**src/rtl/mousetrap_pkg.sv**
```systemverilog
// Shared sizing for the latch pipeline FIFO: default geometry and occupancy counter width.
package mousetrap_pkg;

    localparam int DEFAULT_WIDTH = 8;
    localparam int DEFAULT_DEPTH = 4;

    // Occupancy must represent 0..depth inclusive.
    function automatic int occ_width(input int depth);
        return $clog2(depth + 1);
    endfunction

endpackage

```
**src/rtl/latch_stage.sv**
```systemverilog
// One pipeline slot: full flag plus payload register, loaded on move-in, vacated on move-out.
// Exposes its next full state so the parent can register an exact occupancy count.
module latch_stage
    import mousetrap_pkg::*;
#(
    parameter int WIDTH = DEFAULT_WIDTH
) (
    input  logic             clk,
    input  logic             rst,
    input  logic             load,
    input  logic             advance,
    input  logic             clear,
    input  logic [WIDTH-1:0] din,
    output logic             full,
    output logic             full_nxt,
    output logic [WIDTH-1:0] dout
);

    logic             full_q, full_d;
    logic [WIDTH-1:0] data_q, data_d;

    always_comb begin
        full_d = full_q;
        data_d = data_q;
        if (clear) begin
            full_d = 1'b0;
        end else begin
            full_d = load | (full_q & ~advance);
            if (load) begin
                data_d = din;
            end
        end
    end

    always_ff @(posedge clk or posedge rst) begin
        if (rst) begin
            full_q <= 1'b0;
            data_q <= '0;
        end else begin
            full_q <= full_d;
            data_q <= data_d;
        end
    end

    assign full     = full_q;
    assign full_nxt = full_d;
    assign dout     = data_q;

endmodule

```
**src/rtl/latch_pipeline_fifo.sv**
```systemverilog
// Bubble-collapsing DEPTH-stage pipeline FIFO, DEPTH-cycle latency, full throughput.
// Backpressure ripples through a combinational ready chain so a full pipe still accepts while draining.
module latch_pipeline_fifo
    import mousetrap_pkg::*;
#(
    parameter  int WIDTH = DEFAULT_WIDTH,
    parameter  int DEPTH = DEFAULT_DEPTH,
    localparam int OCC_W = occ_width(DEPTH)
) (
    input  logic             Clk,
    input  logic             extReset,
    input  logic             InValid,
    input  logic [WIDTH-1:0] InData,
    output logic             InReady,
    output logic             OutValid,
    output logic [WIDTH-1:0] OutData,
    input  logic             OutReady,
    input  logic             Flush,
    output logic [OCC_W-1:0] Occupancy
);

    logic [DEPTH-1:0] full_q;
    logic [DEPTH-1:0] full_nxt;
    logic [DEPTH:0]   rdy;
    logic [DEPTH:0]   mv;
    logic [WIDTH-1:0] stage_din [DEPTH];
    logic [WIDTH-1:0] stage_dat [DEPTH];
    logic [OCC_W-1:0] occ_q, occ_d;

    // A stage is ready if it is empty or its occupant leaves this cycle; Flush vetoes every move.
    always_comb begin
        rdy[DEPTH] = OutReady;
        for (int k = DEPTH - 1; k >= 0; k--) begin
            rdy[k] = ~full_q[k] | rdy[k+1];
        end
        mv[0] = InValid & rdy[0] & ~Flush;
        for (int k = 1; k < DEPTH; k++) begin
            mv[k] = full_q[k-1] & rdy[k] & ~Flush;
        end
        mv[DEPTH] = full_q[DEPTH-1] & OutReady & ~Flush;
    end

    for (genvar k = 0; k < DEPTH; k++) begin : g_stage
        if (k == 0) begin : g_head
            assign stage_din[k] = InData;
        end else begin : g_body
            assign stage_din[k] = stage_dat[k-1];
        end

        latch_stage #(
            .WIDTH (WIDTH)
        ) u_stage (
            .clk      (Clk),
            .rst      (extReset),
            .load     (mv[k]),
            .advance  (mv[k+1]),
            .clear    (Flush),
            .din      (stage_din[k]),
            .full     (full_q[k]),
            .full_nxt (full_nxt[k]),
            .dout     (stage_dat[k])
        );
    end

    always_comb begin
        occ_d = '0;
        for (int k = 0; k < DEPTH; k++) begin
            occ_d = occ_d + OCC_W'(full_nxt[k]);
        end
    end

    always_ff @(posedge Clk or posedge extReset) begin
        if (extReset) begin
            occ_q <= '0;
        end else begin
            occ_q <= occ_d;
        end
    end

    assign InReady   = rdy[0] & ~Flush & ~extReset;
    assign OutValid  = full_q[DEPTH-1];
    assign OutData   = stage_dat[DEPTH-1];
    assign Occupancy = occ_q;

endmodule

```
**config.mk**
```make
export PLATFORM = sky130hd
export DESIGN_NAME = latch_pipeline_fifo
export DESIGN_NICKNAME = d
export VERILOG_FILES = /design/src/rtl/mousetrap_pkg.sv /design/src/rtl/latch_stage.sv /design/src/rtl/latch_pipeline_fifo.sv
export SDC_FILE = /design/constraint.sdc
export NUM_CORES = 1
export LEC_CHECK = 0
export BUFFER_PORTS_ARGS = -buffer_cell sky130_fd_sc_hd__buf_4
export CAP_MARGIN = 15
export CORE_UTILIZATION = 35
export DETAILED_ROUTE_END_ITERATION = 8
export PLACE_DENSITY_LB_ADDON = 0.05
export SLEW_MARGIN = 20
export SYNTH_ARGS = -nofsm -noshare
export SYNTH_HDL_FRONTEND = slang
export SYNTH_SLANG_ARGS = --single-unit
```
**constraint.sdc**
```tcl
create_clock -name Clk -period 4.9 [get_ports Clk]
set_clock_uncertainty 0.2 [all_clocks]
set_input_delay 0.49 -clock Clk [delete_from_list [all_inputs] [get_ports Clk]]
set_output_delay 0.49 -clock Clk [all_outputs]
set_load 0.02 [all_outputs]
```
Word-level counts from Yosys, hierarchy flattened
Index checks and enable logic that the tools add are counted.
- reductions and logical operators: 4
- multiplexer cells: 4
- bitwise logic cells: 34
- add/sub/neg operators: 3
- operator list (cell ; number):
    $and A1 B1 Y1 ; 16
    $not A1 Y1 ; 10
    $or A1 B1 Y1 ; 8
    $reduce_and A2 Y1 ; 4
    $mux W1 ; 4
    $add A2 B1 Y3 ; 1
    $add A3 B1 Y3 ; 1
    $add A1 B1 Y2 ; 1
- output and inout port bits: 13
- register bits: 39
- input port bits: 13

Depth between registers and ports, before layout
- depth in word-level cells: 13
- depth in mapped cells: 8
- gate-level depth less buffers: 7

By module
Synthesis repeated with hierarchy kept, for this count alone.
- cell total of the unflattened synthesis: 115
- area, all modules: 1775.5 um^2
- by module, submodules not included (module ; seq. area each (um^2) ; cells each ; instances ; area each (um^2)):
    latch_stage ; 225.2 ; 23 ; 4 ; 389.1
    latch_pipeline_fifo ; 75.1 ; 23 ; 1 ; 219.0

Worst setup path after synthesis
Ideal clock, no wire load.
- path kind: in2reg
- from: input port OutReady
- to: register occ_q[1], in the netlist Occupancy[1]
- required time: 4574 ps
- library setup time: 126 ps
- path buffers: 1
- arrival time: 2168 ps
- cell stages on the path: 8
- setup slack: 2406 ps
- cells stage by stage: and4b_1 -> buf_6 -> a21oi_1 -> or2_2 -> fa_1 -> inv_1 -> ha_1 -> ha_1
- word-level cells in the longest chain between the ends: 12
- elaborated cells on any way between the ends: 33
- those cells by class: add/sub: 3; mux: 4; bitwise: 26
- ends and longest elaborated chain (what ; line ; source):
    start: declaration ; latch_pipeline_fifo.sv:17 ; input logic OutReady,
    $or A1 B1 Y1 (3 in a row) ; latch_pipeline_fifo.sv:34 ; rdy[k] = ~full_q[k] | rdy[k+1];
    $and A1 B1 Y1 (2 in a row) ; latch_pipeline_fifo.sv:38 ; mv[k] = full_q[k-1] & rdy[k] & ~Flush;
    $not A1 Y1 ; latch_stage.sv:28 ; full_d = load | (full_q & ~advance);
    $and A1 B1 Y1 ; latch_stage.sv:28 ;
    $or A1 B1 Y1 ; latch_stage.sv:28 ;
    $mux W1 ; latch_stage.sv:25 ; if (clear) begin
    $add A1 B1 Y2 ; latch_pipeline_fifo.sv:68 ; occ_d = occ_d + OCC_W'(full_nxt[k]);
    $add A2 B1 Y3 ; latch_pipeline_fifo.sv:68 ;
    $add A3 B1 Y3 * ; latch_pipeline_fifo.sv:68 ;
    named net occ_d[1] ; latch_pipeline_fifo.sv:28 ; logic [OCC_W-1:0] occ_q, occ_d;
    end signal: assignment ; latch_pipeline_fifo.sv:74 ; occ_q <= '0;
    end signal: assignment ; latch_pipeline_fifo.sv:76 ; occ_q <= occ_d;
    end: declaration ; latch_pipeline_fifo.sv:28 ;
The timed path passes the listed nets; every way through them passes the cells marked *.
A chain may end at the register's enable or synchronous reset.

Worst setup path after layout
- from: register g_stage[2].u_stage.full_q
- to: register occ_q[1], in the netlist Occupancy[1]
- word-level cells in the longest chain between the ends: 12
- elaborated cells on any way between the ends: 29
- those cells by class: add/sub: 3; mux: 4; bitwise: 22
- ends and longest elaborated chain (what ; line ; source):
    start: declaration ; latch_stage.sv:19 ; logic full_q, full_d;
    start signal: assignment ; latch_stage.sv:40 ; full_q <= full_d;
    $not A1 Y1 ; latch_pipeline_fifo.sv:34 ;
    $or A1 B1 Y1 (2 in a row) ; latch_pipeline_fifo.sv:34 ;
    $and A1 B1 Y1 (2 in a row) ; latch_pipeline_fifo.sv:38 ;
    $not A1 Y1 ; latch_stage.sv:28 ;
    $and A1 B1 Y1 ; latch_stage.sv:28 ;
    $or A1 B1 Y1 ; latch_stage.sv:28 ;
    $mux W1 ; latch_stage.sv:25 ;
    $add A1 B1 Y2 ; latch_pipeline_fifo.sv:68 ;
    $add A2 B1 Y3 ; latch_pipeline_fifo.sv:68 ;
    $add A3 B1 Y3 * ; latch_pipeline_fifo.sv:68 ;
    named net occ_d[1] ; latch_pipeline_fifo.sv:28 ;
Marks and branches as above.

==> results.yml <==
run_status:
  status: "finished with violations"
  violations: "DRC"
placed_design:
  dp.final_hpwl_mm: 1.63
  place.gp.congestion: 0.634
  placed_area_mm2: 0.00180
  dpl.cell_count: 175
  detailedPlace.worstSlack_ns: 2.18
  io_buffer_count: 25
floorplanning:
  core_footprint_mm2: 0.00435
  i_o_pins: 26
  die_area_mm2: 0.00478
  chipWidth_um: 69.2
  cell_row_count: 24
  die-height_um: 69.2
  initial_utilization_pct: 36.3
clock_network:
  ctsHoldBuffers: 0
  tritoncts: "built"
  resized_cells_post_cts: 0
  post_cts.repair.setup_buffers: 0
  cts_made_buffers: 5
  htree_levels: 2
  insertion_delay_ns: 0.29
  worst_setup_hold_path_clk_slew_ns: 0.07
  clk_root_buffer_cell: "clkbuf_8"
  cts.path.max_buffers: 2
  cts.sinks: 39
worst_setup_path:
  r2r-end: "Occupancy[1]"
  crit_buf_inv: 1
  start_kind: "register"
  endpoint: "Occupancy[1]"
  worst-path-stages: 7
  crit_top_cell: "ha_1"
  path_max_fanout: 5
  cp_top_family: "adder cells"
  path_class: "register to register"
  worst-endpoint-required_ns: 4.87
  worstPathCellList: "and4b_1, a21oi_1, or2_2, fa_1, inv_1, ha_1, ha_1"
  end_kind: "register"
  worstSetupStartpoint: "g_stage[2].u_stage.full"
  r2r_setup_slack_ns: 2.42
  worst_path_max_delay_cell: "fa_1"
  critical_path_arrival_ns: 2.45
  delay_contributed_by_the_slowest_stage_of_the_critical_path_ns: 0.54
  r2r_start: "g_stage[2].u_stage.full"
  r2r.worst_path.cells: 7
sta:
  setup-violations-final: 0
  timing.final.hold_violations: 0
  layout_worst_path_cycle_share_pct: 50.6
  timing.final.crit_period_ns: 2.48
  setup_tns_ns: 0
  maxSlewHeadroom_pct: 68.0
  slack_of_the_critical_path_ns: 2.42
  maxClockFrequency_ghz: 0.403
  worstMarginPinSlew_ns: 0.480
  timing.final.max_slew_violations: 0
  setup_repair_after_global_routing_missed_its_margin: "no"
grt:
  grt_pass1_vias: 862
  grt_util_all_layers_pct: 10.9
  grt_antenna_before_repair: 0
  grt-ovfl-total: 0
  grt_first_pass_wirelength_mm: 3.99
  grt_max_degree: 40
layout:
  leading_cell_type_in_the_layout_fill_and_taps_excluded: "dfrtp_1"
  fill_cells: 399
  antenna_cells_inserted: 0
  layout-area-overhead-vs-synth_pct: 22.7
  most-common-layout-cells: "dfrtp_1, buf_4, mux2_2"
  finish.instance_area_mm2: 0.00194
  design.final.nets: 146
  final_cells: 183
  layout-drive-gt1-share_pct: 53.4
power:
  max-vdd-ir-drop_mv: 0.183
  power_density_mw_per_mm2: 488
  fin_total_pwr_mw: 0.946
  leak_pwr_nw: 0.951
drt:
  wl_mm: 2.26
  drt_first_pass_iters: 6
  routed-via-count: 836
  drtAntennaViolNets: 0
  iteration_0_drc_markers: 39
  wl_per_cell_um: 12.3
  routed_via_count_divided_by_cell_count: 4.57
  drc: 1
flow_run:
  max-cap-violations: 0
yosys:
  fraction_of_the_yosys_area_taken_by_sequential_cells_pct: 61.8
  postSynthNetCount: 118
  synthDominantAreaCellType: "dfrtp_1"
  post_synth.cell_area_avg_um2: 15.5
  synth_cell_type_count: 19
  syn_area_mm2: 0.00158
  synth_top_area_share_pct: 61.8
  flop_and_latch_count_out_of_synthesis: 39
  synthesis.instances: 102
  yosys-top-cells-area: "dfrtp_1, mux2_2, mux2_4"
  yosys_warnings: 0
min_path:
  worstHoldPathType: "input pin to async pin"
Yosys cell counts:
cell      number
and4b_1        1
buf_2          1
a211oi_1       1
buf_6          2
or3b_1         2
dfrtp_1       39
ha_1           2
inv_1          4
nand2b_1       1
a21oi_1        2
mux2_4         8
clkbuf_1       2
nor2b_1        1
a21oi_2        1
a211o_2        1
fa_1           1
nor2_1         6
or2_2          3
mux2_2        24
sequential cells by signal (all words and copies together), names as in the netlist:
signal,flops
Occupancy,3
g_stage.u_stage.dout,32
g_stage.u_stage.full,4
metal layers:
metal	part of all wire, %	vias up	GRT usage (%)	wire length, um
met4	1.9	0	5.44	42
met3	4.5	5	4.97	101
met1	50	405	14.3	1140
met2	43	22	15.2	981
met5	0	-	0	0
li1	-	404	-	-
power breakdown:
group / internal [mW] / total [mW] / switching (mW)
clock network: 0.204 / 0.310 / 0.107
logic: 0.113 / 0.188 / 0.0746
registers: 0.405 / 0.448 / 0.0434
tightest hold or removal path: cells and delay by family:
family	cells	cell delay [ns]
buffers and inverters	3	0.56
through the flow:
stage | util, % | hold slack, ns
after global routing | 44.5 | 0.171
after global placement | 41.4 | 0.289
after floorplan | - | 0.275
after detailed placement | 41.4 | 0.295
after CTS | 44.5 | 0.143
final | 44.5 | 0.127
cell type report:
type | count | area (um2) | share of cell area [%]
clock buffers | 6 | 72.6 | 3.75
clock inverters | 2 | 60.1 | 3.10
inverters | 4 | 15.0 | 0.775
multi-input cells | 54 | 553 | 28.6
flip-flops and latches | 39 | 976 | 50.4
well taps | 52 | 65.1 | 3.36
repair buffers | 26 | 195 | 10.1
worst min-delay path by stage:
stage / depth (start not counted) / endpoint / start / slack, ns
after floorplan: 1 / g_stage[3].u_stage.dout[0] / g_stage[2].u_stage.dout[0] / 0.27
after global placement: 1 / g_stage[1].u_stage.dout[1] / g_stage[0].u_stage.dout[1] / 0.29
after detailed placement: 1 / g_stage[3].u_stage.dout[2] / g_stage[3].u_stage.dout[2] / 0.30
after CTS: 3 / g_stage[0].u_stage.dout[7] / extReset / 0.14
after global routing: 3 / g_stage[3].u_stage.full / extReset / 0.17
final: 3 / g_stage[0].u_stage.dout[7] / extReset / 0.13
cell families (layout without fill, tap and decap cells):
family                     count (synthesis)  after routing  share of synthesized area [%]
AOI/OAI and AO/OA                          5              5                           2.30
adders and majority gates                  3              3                           2.85
buffers and inverters                      9             38                           3.17
DFF                                       39             39                           61.8
muxes                                     32             32                           24.7
and+or+nand+nor                           14             14                           5.15
(Power assumes the default switching activity.)
